**src/rtl/uart_comm_pkg.sv**
```systemverilog
// Shared types and constants for the UART command link.
package uart_comm_pkg;

    localparam int unsigned DEF_BAUD_DIV     = 434;
    localparam int unsigned DEF_TIMEOUT_BITS = 32;
    localparam int unsigned BAUD_W           = 12;

    localparam logic [1:0] CMD_BYTE_HI  = 2'd0;
    localparam logic [1:0] CMD_BYTE_MID = 2'd1;
    localparam logic [1:0] CMD_BYTE_LO  = 2'd2;

    typedef enum logic [1:0] {RX_IDLE, RX_START, RX_DATA, RX_STOP} rx_state_e;
    typedef enum logic [1:0] {TX_IDLE, TX_START, TX_DATA, TX_STOP} tx_state_e;

endpackage

```
**src/rtl/uart_trx.sv**
```systemverilog
// 8N1 UART transceiver: independent receive and transmit state machines.
module uart_trx
    import uart_comm_pkg::*;
#(
    parameter int unsigned BAUD_DIV = DEF_BAUD_DIV
) (
    input  logic       clk,
    input  logic       rst_n,
    input  logic       rx,
    output logic       tx,
    output logic [7:0] rx_data,
    output logic       rx_rdy,
    output logic       rx_busy,
    input  logic       tx_start,
    input  logic [7:0] tx_data,
    output logic       tx_done
);

    localparam logic [BAUD_W-1:0] BIT_LAST  = BAUD_W'(BAUD_DIV - 1);
    localparam logic [BAUD_W-1:0] HALF_LAST = BAUD_W'(BAUD_DIV / 2 - 1);

    rx_state_e         rx_state_q;
    logic              rx_s1_q, rx_s2_q, rx_prev_q;
    logic [BAUD_W-1:0] rx_cnt_q;
    logic [2:0]        rx_bit_q;
    logic [7:0]        rx_sh_q, rx_data_q;
    logic              rx_rdy_q;

    tx_state_e         tx_state_q;
    logic              tx_q;
    logic [BAUD_W-1:0] tx_cnt_q;
    logic [2:0]        tx_bit_q;
    logic [7:0]        tx_sh_q;
    logic              tx_done_q;

    always_ff @(posedge clk or negedge rst_n) begin
        if (!rst_n) begin
            rx_s1_q    <= 1'b1;
            rx_s2_q    <= 1'b1;
            rx_prev_q  <= 1'b1;
            rx_state_q <= RX_IDLE;
            rx_cnt_q   <= '0;
            rx_bit_q   <= '0;
            rx_sh_q    <= '0;
            rx_data_q  <= '0;
            rx_rdy_q   <= 1'b0;
        end else begin
            rx_s1_q   <= rx;
            rx_s2_q   <= rx_s1_q;
            rx_prev_q <= rx_s2_q;
            rx_rdy_q  <= 1'b0;
            case (rx_state_q)
                RX_IDLE: begin
                    if (rx_prev_q && !rx_s2_q) begin
                        rx_state_q <= RX_START;
                        rx_cnt_q   <= '0;
                    end
                end
                RX_START: begin
                    // Line back high at mid-start means it was only a glitch
                    if (rx_cnt_q == HALF_LAST) begin
                        rx_cnt_q   <= '0;
                        rx_bit_q   <= '0;
                        rx_state_q <= rx_s2_q ? RX_IDLE : RX_DATA;
                    end else begin
                        rx_cnt_q <= rx_cnt_q + 1'b1;
                    end
                end
                RX_DATA: begin
                    if (rx_cnt_q == BIT_LAST) begin
                        rx_cnt_q <= '0;
                        rx_sh_q  <= {rx_s2_q, rx_sh_q[7:1]};
                        if (rx_bit_q == 3'd7) rx_state_q <= RX_STOP;
                        else                  rx_bit_q   <= rx_bit_q + 3'd1;
                    end else begin
                        rx_cnt_q <= rx_cnt_q + 1'b1;
                    end
                end
                RX_STOP: begin
                    if (rx_cnt_q == BIT_LAST) begin
                        rx_cnt_q   <= '0;
                        rx_state_q <= RX_IDLE;
                        if (rx_s2_q) begin
                            rx_data_q <= rx_sh_q;
                            rx_rdy_q  <= 1'b1;
                        end
                    end else begin
                        rx_cnt_q <= rx_cnt_q + 1'b1;
                    end
                end
                default: rx_state_q <= RX_IDLE;
            endcase
        end
    end

    always_ff @(posedge clk or negedge rst_n) begin
        if (!rst_n) begin
            tx_state_q <= TX_IDLE;
            tx_q       <= 1'b1;
            tx_cnt_q   <= '0;
            tx_bit_q   <= '0;
            tx_sh_q    <= '0;
            tx_done_q  <= 1'b0;
        end else begin
            tx_done_q <= 1'b0;
            case (tx_state_q)
                TX_IDLE: begin
                    // A request landing on the completion cycle is dropped
                    if (tx_start && !tx_done_q) begin
                        tx_sh_q    <= tx_data;
                        tx_q       <= 1'b0;
                        tx_cnt_q   <= '0;
                        tx_state_q <= TX_START;
                    end
                end
                TX_START: begin
                    if (tx_cnt_q == BIT_LAST) begin
                        tx_cnt_q   <= '0;
                        tx_bit_q   <= '0;
                        tx_q       <= tx_sh_q[0];
                        tx_state_q <= TX_DATA;
                    end else begin
                        tx_cnt_q <= tx_cnt_q + 1'b1;
                    end
                end
                TX_DATA: begin
                    if (tx_cnt_q == BIT_LAST) begin
                        tx_cnt_q <= '0;
                        if (tx_bit_q == 3'd7) begin
                            tx_q       <= 1'b1;
                            tx_state_q <= TX_STOP;
                        end else begin
                            tx_bit_q <= tx_bit_q + 3'd1;
                            tx_sh_q  <= {1'b0, tx_sh_q[7:1]};
                            tx_q     <= tx_sh_q[1];
                        end
                    end else begin
                        tx_cnt_q <= tx_cnt_q + 1'b1;
                    end
                end
                TX_STOP: begin
                    if (tx_cnt_q == BIT_LAST) begin
                        tx_cnt_q   <= '0;
                        tx_done_q  <= 1'b1;
                        tx_state_q <= TX_IDLE;
                    end else begin
                        tx_cnt_q <= tx_cnt_q + 1'b1;
                    end
                end
                default: tx_state_q <= TX_IDLE;
            endcase
        end
    end

    assign tx      = tx_q;
    assign rx_data = rx_data_q;
    assign rx_rdy  = rx_rdy_q;
    assign rx_busy = (rx_state_q != RX_IDLE);
    assign tx_done = tx_done_q;

endmodule

```
**src/rtl/uart_comm.sv**
```systemverilog
// UART host link: assembles 3-byte commands from RX and sends response bytes on TX.
module uart_comm
    import uart_comm_pkg::*;
#(
    parameter int unsigned BAUD_DIV     = DEF_BAUD_DIV,
    parameter int unsigned TIMEOUT_BITS = DEF_TIMEOUT_BITS
) (
    input  logic        clk,
    input  logic        rst_n,
    input  logic        RX,
    output logic        TX,
    output logic [23:0] cmd,
    output logic        cmd_rdy,
    input  logic        clr_cmd_rdy,
    input  logic [7:0]  resp_data,
    input  logic        send_resp,
    output logic        resp_sent
);

    localparam int unsigned TO_CYC = TIMEOUT_BITS * BAUD_DIV;
    localparam int unsigned TO_W   = $clog2(TO_CYC + 1);
    localparam logic [TO_W-1:0] TO_LAST = TO_W'(TO_CYC - 1);

    logic [7:0]      rx_data;
    logic            rx_rdy, rx_busy;

    logic [1:0]      byte_cnt_q, byte_cnt_d;
    logic [7:0]      b0_q, b0_d, b1_q, b1_d;
    logic [23:0]     cmd_q, cmd_d;
    logic            cmd_rdy_q, cmd_rdy_d;
    logic [TO_W-1:0] to_cnt_q, to_cnt_d;

    uart_trx #(
        .BAUD_DIV (BAUD_DIV)
    ) u_trx (
        .clk      (clk),
        .rst_n    (rst_n),
        .rx       (RX),
        .tx       (TX),
        .rx_data  (rx_data),
        .rx_rdy   (rx_rdy),
        .rx_busy  (rx_busy),
        .tx_start (send_resp),
        .tx_data  (resp_data),
        .tx_done  (resp_sent)
    );

    always_comb begin
        byte_cnt_d = byte_cnt_q;
        b0_d       = b0_q;
        b1_d       = b1_q;
        cmd_d      = cmd_q;
        cmd_rdy_d  = cmd_rdy_q;
        to_cnt_d   = to_cnt_q;

        if (clr_cmd_rdy) cmd_rdy_d = 1'b0;

        if (rx_rdy && !cmd_rdy_q) begin
            to_cnt_d = '0;
            case (byte_cnt_q)
                CMD_BYTE_HI: begin
                    b0_d       = rx_data;
                    byte_cnt_d = CMD_BYTE_MID;
                end
                CMD_BYTE_MID: begin
                    b1_d       = rx_data;
                    byte_cnt_d = CMD_BYTE_LO;
                end
                CMD_BYTE_LO: begin
                    cmd_d      = {b0_q, b1_q, rx_data};
                    cmd_rdy_d  = 1'b1;
                    byte_cnt_d = CMD_BYTE_HI;
                end
                default: byte_cnt_d = CMD_BYTE_HI;
            endcase
        end else if (byte_cnt_q == CMD_BYTE_HI || rx_busy) begin
            // Timeout measures idle line time only, so a byte in flight never expires it
            to_cnt_d = '0;
        end else if (to_cnt_q == TO_LAST) begin
            to_cnt_d   = '0;
            byte_cnt_d = CMD_BYTE_HI;
        end else begin
            to_cnt_d = to_cnt_q + 1'b1;
        end
    end

    always_ff @(posedge clk or negedge rst_n) begin
        if (!rst_n) begin
            byte_cnt_q <= CMD_BYTE_HI;
            b0_q       <= '0;
            b1_q       <= '0;
            cmd_q      <= '0;
            cmd_rdy_q  <= 1'b0;
            to_cnt_q   <= '0;
        end else begin
            byte_cnt_q <= byte_cnt_d;
            b0_q       <= b0_d;
            b1_q       <= b1_d;
            cmd_q      <= cmd_d;
            cmd_rdy_q  <= cmd_rdy_d;
            to_cnt_q   <= to_cnt_d;
        end
    end

    assign cmd     = cmd_q;
    assign cmd_rdy = cmd_rdy_q;

endmodule
```
**config.mk**
```make
export PLATFORM = sky130hd
export DESIGN_NAME = uart_comm
export DESIGN_NICKNAME = d
export VERILOG_FILES = /design/src/rtl/uart_comm_pkg.sv /design/src/rtl/uart_trx.sv /design/src/rtl/uart_comm.sv
export SDC_FILE = /design/constraint.sdc
export NUM_CORES = 1
export LEC_CHECK = 0
export CORE_MARGIN = 2
export CORE_UTILIZATION = 53
export CTS_CLUSTER_SIZE = 20
export DETAILED_ROUTE_END_ITERATION = 12
export PLACE_DENSITY = 0.76
export SYNTH_ARGS = -nofsm -noshare
export SYNTH_HDL_FRONTEND = slang
export SYNTH_SLANG_ARGS = --single-unit
```
**constraint.sdc**
```tcl
create_clock -name clk -period 1.9 [get_ports clk]
set_input_delay 0.38 -clock clk [delete_from_list [all_inputs] [get_ports clk]]
set_output_delay 0.38 -clock clk [all_outputs]
set_load 0.05 [all_outputs]
```
==> impl_metrics.json, run 1 <==
{
  "grt_util_met2_pct": 36.4,
  "grt_max_degree": 64,
  "p_comb_share_pct": 26.1,
  "ff_latch_area_mm2": 0.00303,
  "worst_slack_ns": -0.0112,
  "switching_share_pct": 30.5,
  "syn_to_final_growth_pct": 28.6,
  "status": "finished with violations",
  "endpoint_kind": "register",
  "synth_area_per_cell_um2": 11.9,
  "power.density_mw_per_mm2": 1120,
  "synth_common_cells": "117 x dfrtp_1, 73 x mux2_2, 31 x nand2_1",
  "die_y_um": 107,
  "setup-violations-final": 3,
  "top_usage_layer": "met2",
  "p_switching_uw": 2470,
  "use_met1_pct": 28.5,
  "drt_pass1_iterations": 5,
  "clkLatencyLatePin_ns": 0.52,
  "finalInstanceArea_mm2": 0.00725,
  "antenna_found_initial": 0,
  "pwr-share-clk_pct": 36.7,
  "first_iter_violations": 205,
  "cts_buffer_depth": 2,
  "fmax_mhz": 523,
  "async_flop_share_pct": 100,
  "dominantRegCellSynth": "dfrtp_1",
  "grt_pass1_vias": 4186,
  "yosys_register_bits": 121,
  "clk_pin_slew_worst_paths_ns": 0.06,
  "routed_wl_um": 12200,
  "cp.required_ns": 2.30,
  "synth_top_area_share_pct": 51.9,
  "max_cap_violations": 0,
  "yosysWarnings": 0,
  "htree_num_levels": 4,
  "tightest_slew_ns": 0.509,
  "p_leak_uw": 0.00341,
  "critPathLaunchType": "register",
  "vias": 4125,
  "syn-num-nets": 501,
  "row_count": 37,
  "synth_area_leader_cell": "dfrtp_1",
  "gp_congestion": 0.845,
  "chipWidth_um": 107,
  "n_fill_cell": 710,
  "cts_tree": "yes",
  "grt_overflow_total": 0,
  "final_antenna_net_count": 0,
  "p_seq_share_pct": 37.3,
  "skew_ns": 0.00532,
  "total_power_uw": 8120,
  "power.internal_uw": 5650,
  "place_area_mm2": 0.00652,
  "seq_area_frac_synth_pct": 53.8,
  "grtUsageMet3_pct": 5.71,
  "post-route-util_pct": 70.3,
  "diodes": 0,
  "ys_types": 64,
  "place.port_buffers": 39,
  "grt_pass1_wl_um": 19900,
  "wl_per_cell_um": 16.9,
  "violations": "negative setup slack",
  "place_ws_ns": -0.191,
  "dpl.hpwl_um": 7940,
  "multi_input_area_mm2": 0.00260,
  "hold_path.class": "primary input to register",
  "cp_max_fo": 5,
  "post-synth-top-count-cell": "dfrtp_1",
  "period_share_pct": 101,
  "post_route_cells_drive_above_1_share_pct": 35.1,
  "synthTopCellsByArea": "dfrtp_1 52%, mux2_2 15%, ha_1 3.3%",
  "drc": 0,
  "root_buffer": "clkbuf_8",
  "period_needed_ns": 1.91,
  "fin_nets": 599,
  "max-slew-margin-rel_pct": 66.2,
  "via_per_inst": 5.73,
  "setup_tns_ns": -0.0211,
  "hold_viol_final": 0,
  "cts.sinks": 121,
  "worst-endpoint-arrival_ns": 2.31,
  "ir_worst_vdd_v": 0.00100,
  "core_area_mm2": 0.0103,
  "slew_violations": 0,
  "dieArea_mm2": 0.0115,
  "synth-edff-count": 0,
  "crit_type": "register to register",
  "numCtsBuffers": 17,
  "start_util_pct": 54.6,
  "syn_area_mm2": 0.00564,
  "netlist_instances": 473,
  "rsz0062_at_grt": "yes",
  "grt_usage_pct": 22.2,
  "pin_count": 40
}
==> path summary, 6_finish.rpt <==
kind	from	endpoint	slack (ns)	depth (start not counted)
min in group asynchronous	rst_n	to_cnt_q[11]	0.31	2
setup / recovery	u_trx.tx_cnt_q[1]	u_trx.tx_state_q[1]	-0.01	7
hold reg to reg	u_trx.rx_s1_q	u_trx.rx_s2_q	0.36	0
setup reg to reg	u_trx.tx_cnt_q[1]	u_trx.tx_state_q[1]	-0.01	7
max in group asynchronous	rst_n	u_trx.rx_prev_q	0.92	3
hold / removal	RX	u_trx.rx_s1_q	0.27	1
==> critical path: stages (launching register included) <==
cell and delay [ns]:
dfrtp_1 0.38, inv_1 0.06, ha_1 0.14, nor4b_4 0.20, buf_4 0.17, nand3_1 0.12, a221oi_2 0.35, mux2_2 0.37
==> power by group through the flow <==
stage	Combinational, uW	Sequential, uW	Clock, uW
6_report	2120	3020	2980
5_1_grt	2310	3050	3150
4_1_cts	1900	3010	3030
3_5_place_dp	1830	3050	0
3_3_place_gp	1750	3040	0
2_1_floorplan	1090	3070	0
==> cell type report <==
cell class	count	area share, %
flip-flops and latches	121	41.8
multi-input cells	316	35.8
repair buffers	93	11.2
clock buffers	17	5.71
well taps	136	2.35
clock inverters	15	1.98
inverters	22	1.14
==> layout by cell type (no fill, tap or decap), types with 11 or more instances in the layout <==
cell             Yosys  final
dfrtp_1            117    116
buf_4                1     60
mux2_2              73     59
nand2_1             31     31
nor2_1              26     25
inv_1               22     21
o21ai_0             17     16
clkbuf_16            0     16
dlygate4sd2_1        0     16
nand4_1             14     14
mux2_4               0     14
ha_1                15     11
clkdlybuf4s50_1      0     11
==> cell families (layout without fill, tap and decap cells) <==
kind of cell	Yosys count	after routing	synth area share, %
AND/OR/NAND/NOR	140	140	14.3
flip-flops	121	121	53.8
multiplexers	74	74	14.7
AO/OA/AOI/OAI	71	71	8.83
buffers and inverters	36	147	2.51
XOR/XNOR	16	16	2.48
adder cells (fa/ha/maj)	15	15	3.33
==> through the flow <==
step / std cells / hold slack [ns]
2_1_floorplan: 473 / 0.0844
3_3_place_gp: 679 / 0.303
3_5_place_dp: 679 / 0.310
4_1_cts: 713 / 0.252
5_1_grt: 720 / 0.250
6_report: 720 / 0.271
==> flip-flops by register name, indices dropped and copies added (netlist names), 2 cells and up, named ones only <==
signal / cells
u_trx.rx_data: 8
b1_q: 8
to_cnt_q: 14
u_trx.tx_sh_q: 8
b0_q: 8
u_trx.rx_bit_q: 3
u_trx.rx_cnt_q: 12
u_trx.tx_cnt_q: 12
cmd: 24
u_trx.tx_bit_q: 3
u_trx.tx_state_q: 2
byte_cnt_q: 2
u_trx.rx_sh_q: 8
==> routing by layer <==
metal / wire (um) / part of all wire, % / vias up
met4: 180 / 1.5 / 0
met5: 0 / 0 / -
li1: - / - / 1918
met3: 411 / 3.4 / 20
met2: 6270 / 52 / 71
met1: 5290 / 44 / 2116
==> timing repair <==
| action | in CTS | in global routing |
|---|---|---|
| setup buffers | 1 | 7 |
| hold endpoints to repair | 20 | 0 |
| setup endpoints to repair | 25 | 38 |
| pin swaps | 0 | 7 |
| hold buffers | 1 | 0 |
| gates resized for setup | 22 | 25 |
Power figures use the tool's default switching activity.
==> run 2: changes to the inputs <==
--- a/config.mk
+++ b/config.mk
@@ -9,6 +9,7 @@
 export CORE_UTILIZATION = 53
 export CTS_CLUSTER_SIZE = 20
 export DETAILED_ROUTE_END_ITERATION = 12
+export MAX_ROUTING_LAYER = met4
 export PLACE_DENSITY = 0.76
 export SYNTH_ARGS = -nofsm -noshare
 export SYNTH_HDL_FRONTEND = slang
==> impl_metrics.json, run 2 (synthesis results as in run 1) <==
{
  "grt_pass1_vias": 4154,
  "reg2regPathDepth": 7,
  "max_cap_violations": 0,
  "cp_max_fo": 8,
  "placed_cells": 683,
  "routed_wl_um": 12200,
  "grt_overflow_total": 0,
  "root_buffer": "clkbuf_8",
  "via_per_inst": 5.56,
  "grt_max_degree": 39,
  "slew_violations": 0,
  "grt_usage_pct": 23.0,
  "chipWidth_um": 107,
  "syn_to_final_growth_pct": 28.2,
  "layout_commonest_cell": "dfrtp_1",
  "diodes": 0,
  "holdPathStages": 1,
  "vias": 4020,
  "ir_worst_vdd_v": 0.000793,
  "total_power_uw": 8290,
  "fin_nets": 602,
  "hold_path.class": "primary input to register",
  "critPathLaunchType": "register",
  "setup-violations-final": 0,
  "cp.depth": 7,
  "worstPathCellList": "inv_1 > ha_1 > nor4b_4 > buf_4 > nand4_1 > a21oi_4 > mux2_2",
  "crit_type": "register to register",
  "cts.sinks": 121,
  "row_count": 37,
  "period_needed_ns": 1.90,
  "p_leak_uw": 0.00344,
  "drt_pass1_iterations": 4,
  "gp_congestion": 0.828,
  "holdWs_ns": 0.251,
  "pin_count": 40,
  "largest_reg_flops": 24,
  "dpl.hpwl_um": 7960,
  "clkLatencyLatePin_ns": 0.54,
  "worst-endpoint-arrival_ns": 2.31,
  "endpoint_kind": "register",
  "critical-path-top-delay-family": "multiplexers",
  "dieArea_mm2": 0.0115,
  "htree_num_levels": 4,
  "first_iter_violations": 151,
  "layout.cells.non_filler": 723,
  "max-slew-margin-rel_pct": 63.2,
  "final_cell_mix": "116 x dfrtp_1, 72 x mux2_2, 63 x buf_4",
  "drc": 0,
  "power.density_mw_per_mm2": 1150,
  "skew_ns": 0.0143,
  "numCtsBuffers": 17,
  "start_util_pct": 54.6,
  "cp.required_ns": 2.32,
  "fmax_mhz": 528,
  "cts_tree": "yes",
  "tightest_slew_ns": 0.538,
  "slowest_stage": "mux2_2",
  "wl_per_cell_um": 16.9,
  "place.port_buffers": 39,
  "clk_pin_slew_worst_paths_ns": 0.06,
  "hold_viol_final": 0,
  "worst_slack_ns": 0.00482,
  "antenna_found_initial": 0,
  "max_stage_delay_ns": 0.38,
  "status": "complete, no violations",
  "place_ws_ns": -0.206,
  "die_y_um": 107,
  "n_fill_cell": 706,
  "final_antenna_net_count": 0,
  "cts_buffer_depth": 2,
  "period_share_pct": 99.7,
  "rsz0062_at_grt": "yes",
  "post_route_cells_drive_above_1_share_pct": 34.6,
  "grt_pass1_wl_um": 20000,
  "cp.buffers_inverters": 2,
  "core_area_mm2": 0.0103
}
run 2: power by group:
group / internal, uW / switching, uW / total (uW) / leakage, uW
combinational: 1020 / 1040 / 2060 / 0.00151
sequential: 2830 / 190 / 3020 / 0.00164
clock: 1920 / 1290 / 3210 / 0.000295
total: 5770 / 2520 / 8290 / 0.00344
run 2: final timing paths:
path	endpoint	slack [ns]	startpoint
min in group asynchronous	u_trx.tx_cnt_q[5]	0.37	rst_n
max in group asynchronous	u_trx.tx	0.89	rst_n
worst min-delay path	u_trx.rx_s1_q	0.25	RX
worst min register to register	u_trx.rx_s2_q	0.36	u_trx.rx_s1_q
worst max register to register	u_trx.tx_sh_q[3]	0.005	u_trx.tx_cnt_q[1]
worst max-delay path	u_trx.tx_sh_q[3]	0.005	u_trx.tx_cnt_q[1]
run 2: stage by stage:
stage / util (%) / cell area [um^2] / TNS (ns)
3_3_place_gp: 63.4 / 6550 / -1.61
4_1_cts: 69.3 / 7160 / 0
2_1_floorplan: - / 5660 / 0
3_5_place_dp: 63.4 / 6550 / -2.35
5_1_grt: 70.1 / 7230 / -0.476
6_report: 70.1 / 7230 / 0
run 2: area by class of cell:
| cell class | instances | area, um^2 | area share [%] |
|---|---|---|---|
| Timing Repair Buffer | 96 | 822 | 11.4 |
| Sequential cell | 121 | 3030 | 42.0 |
| Multi-Input combinational cell | 316 | 2530 | 34.9 |
| Clock inverter | 15 | 183 | 2.53 |
| Clock buffer | 17 | 414 | 5.73 |
| Inverter | 22 | 82.6 | 1.14 |
| Tap cell | 136 | 170 | 2.35 |
run 2: layer usage:
metal | part of all wire, % | global-route usage (%)
met4 | 1.6 | 10.8
met2 | 51 | 35.8
met3 | 2.8 | 5.41
met1 | 45 | 28.8
met5 | 0 | -
run 2: timing repair:
action | in CTS | in global routing
setup endpoints to repair | 24 | 38
setup buffers | 2 | 5
pin swaps | 0 | 3
hold endpoints to repair | 34 | 0
gates cloned | 0 | 0
gates resized for setup | 19 | 11
hold buffers | 1 | 0
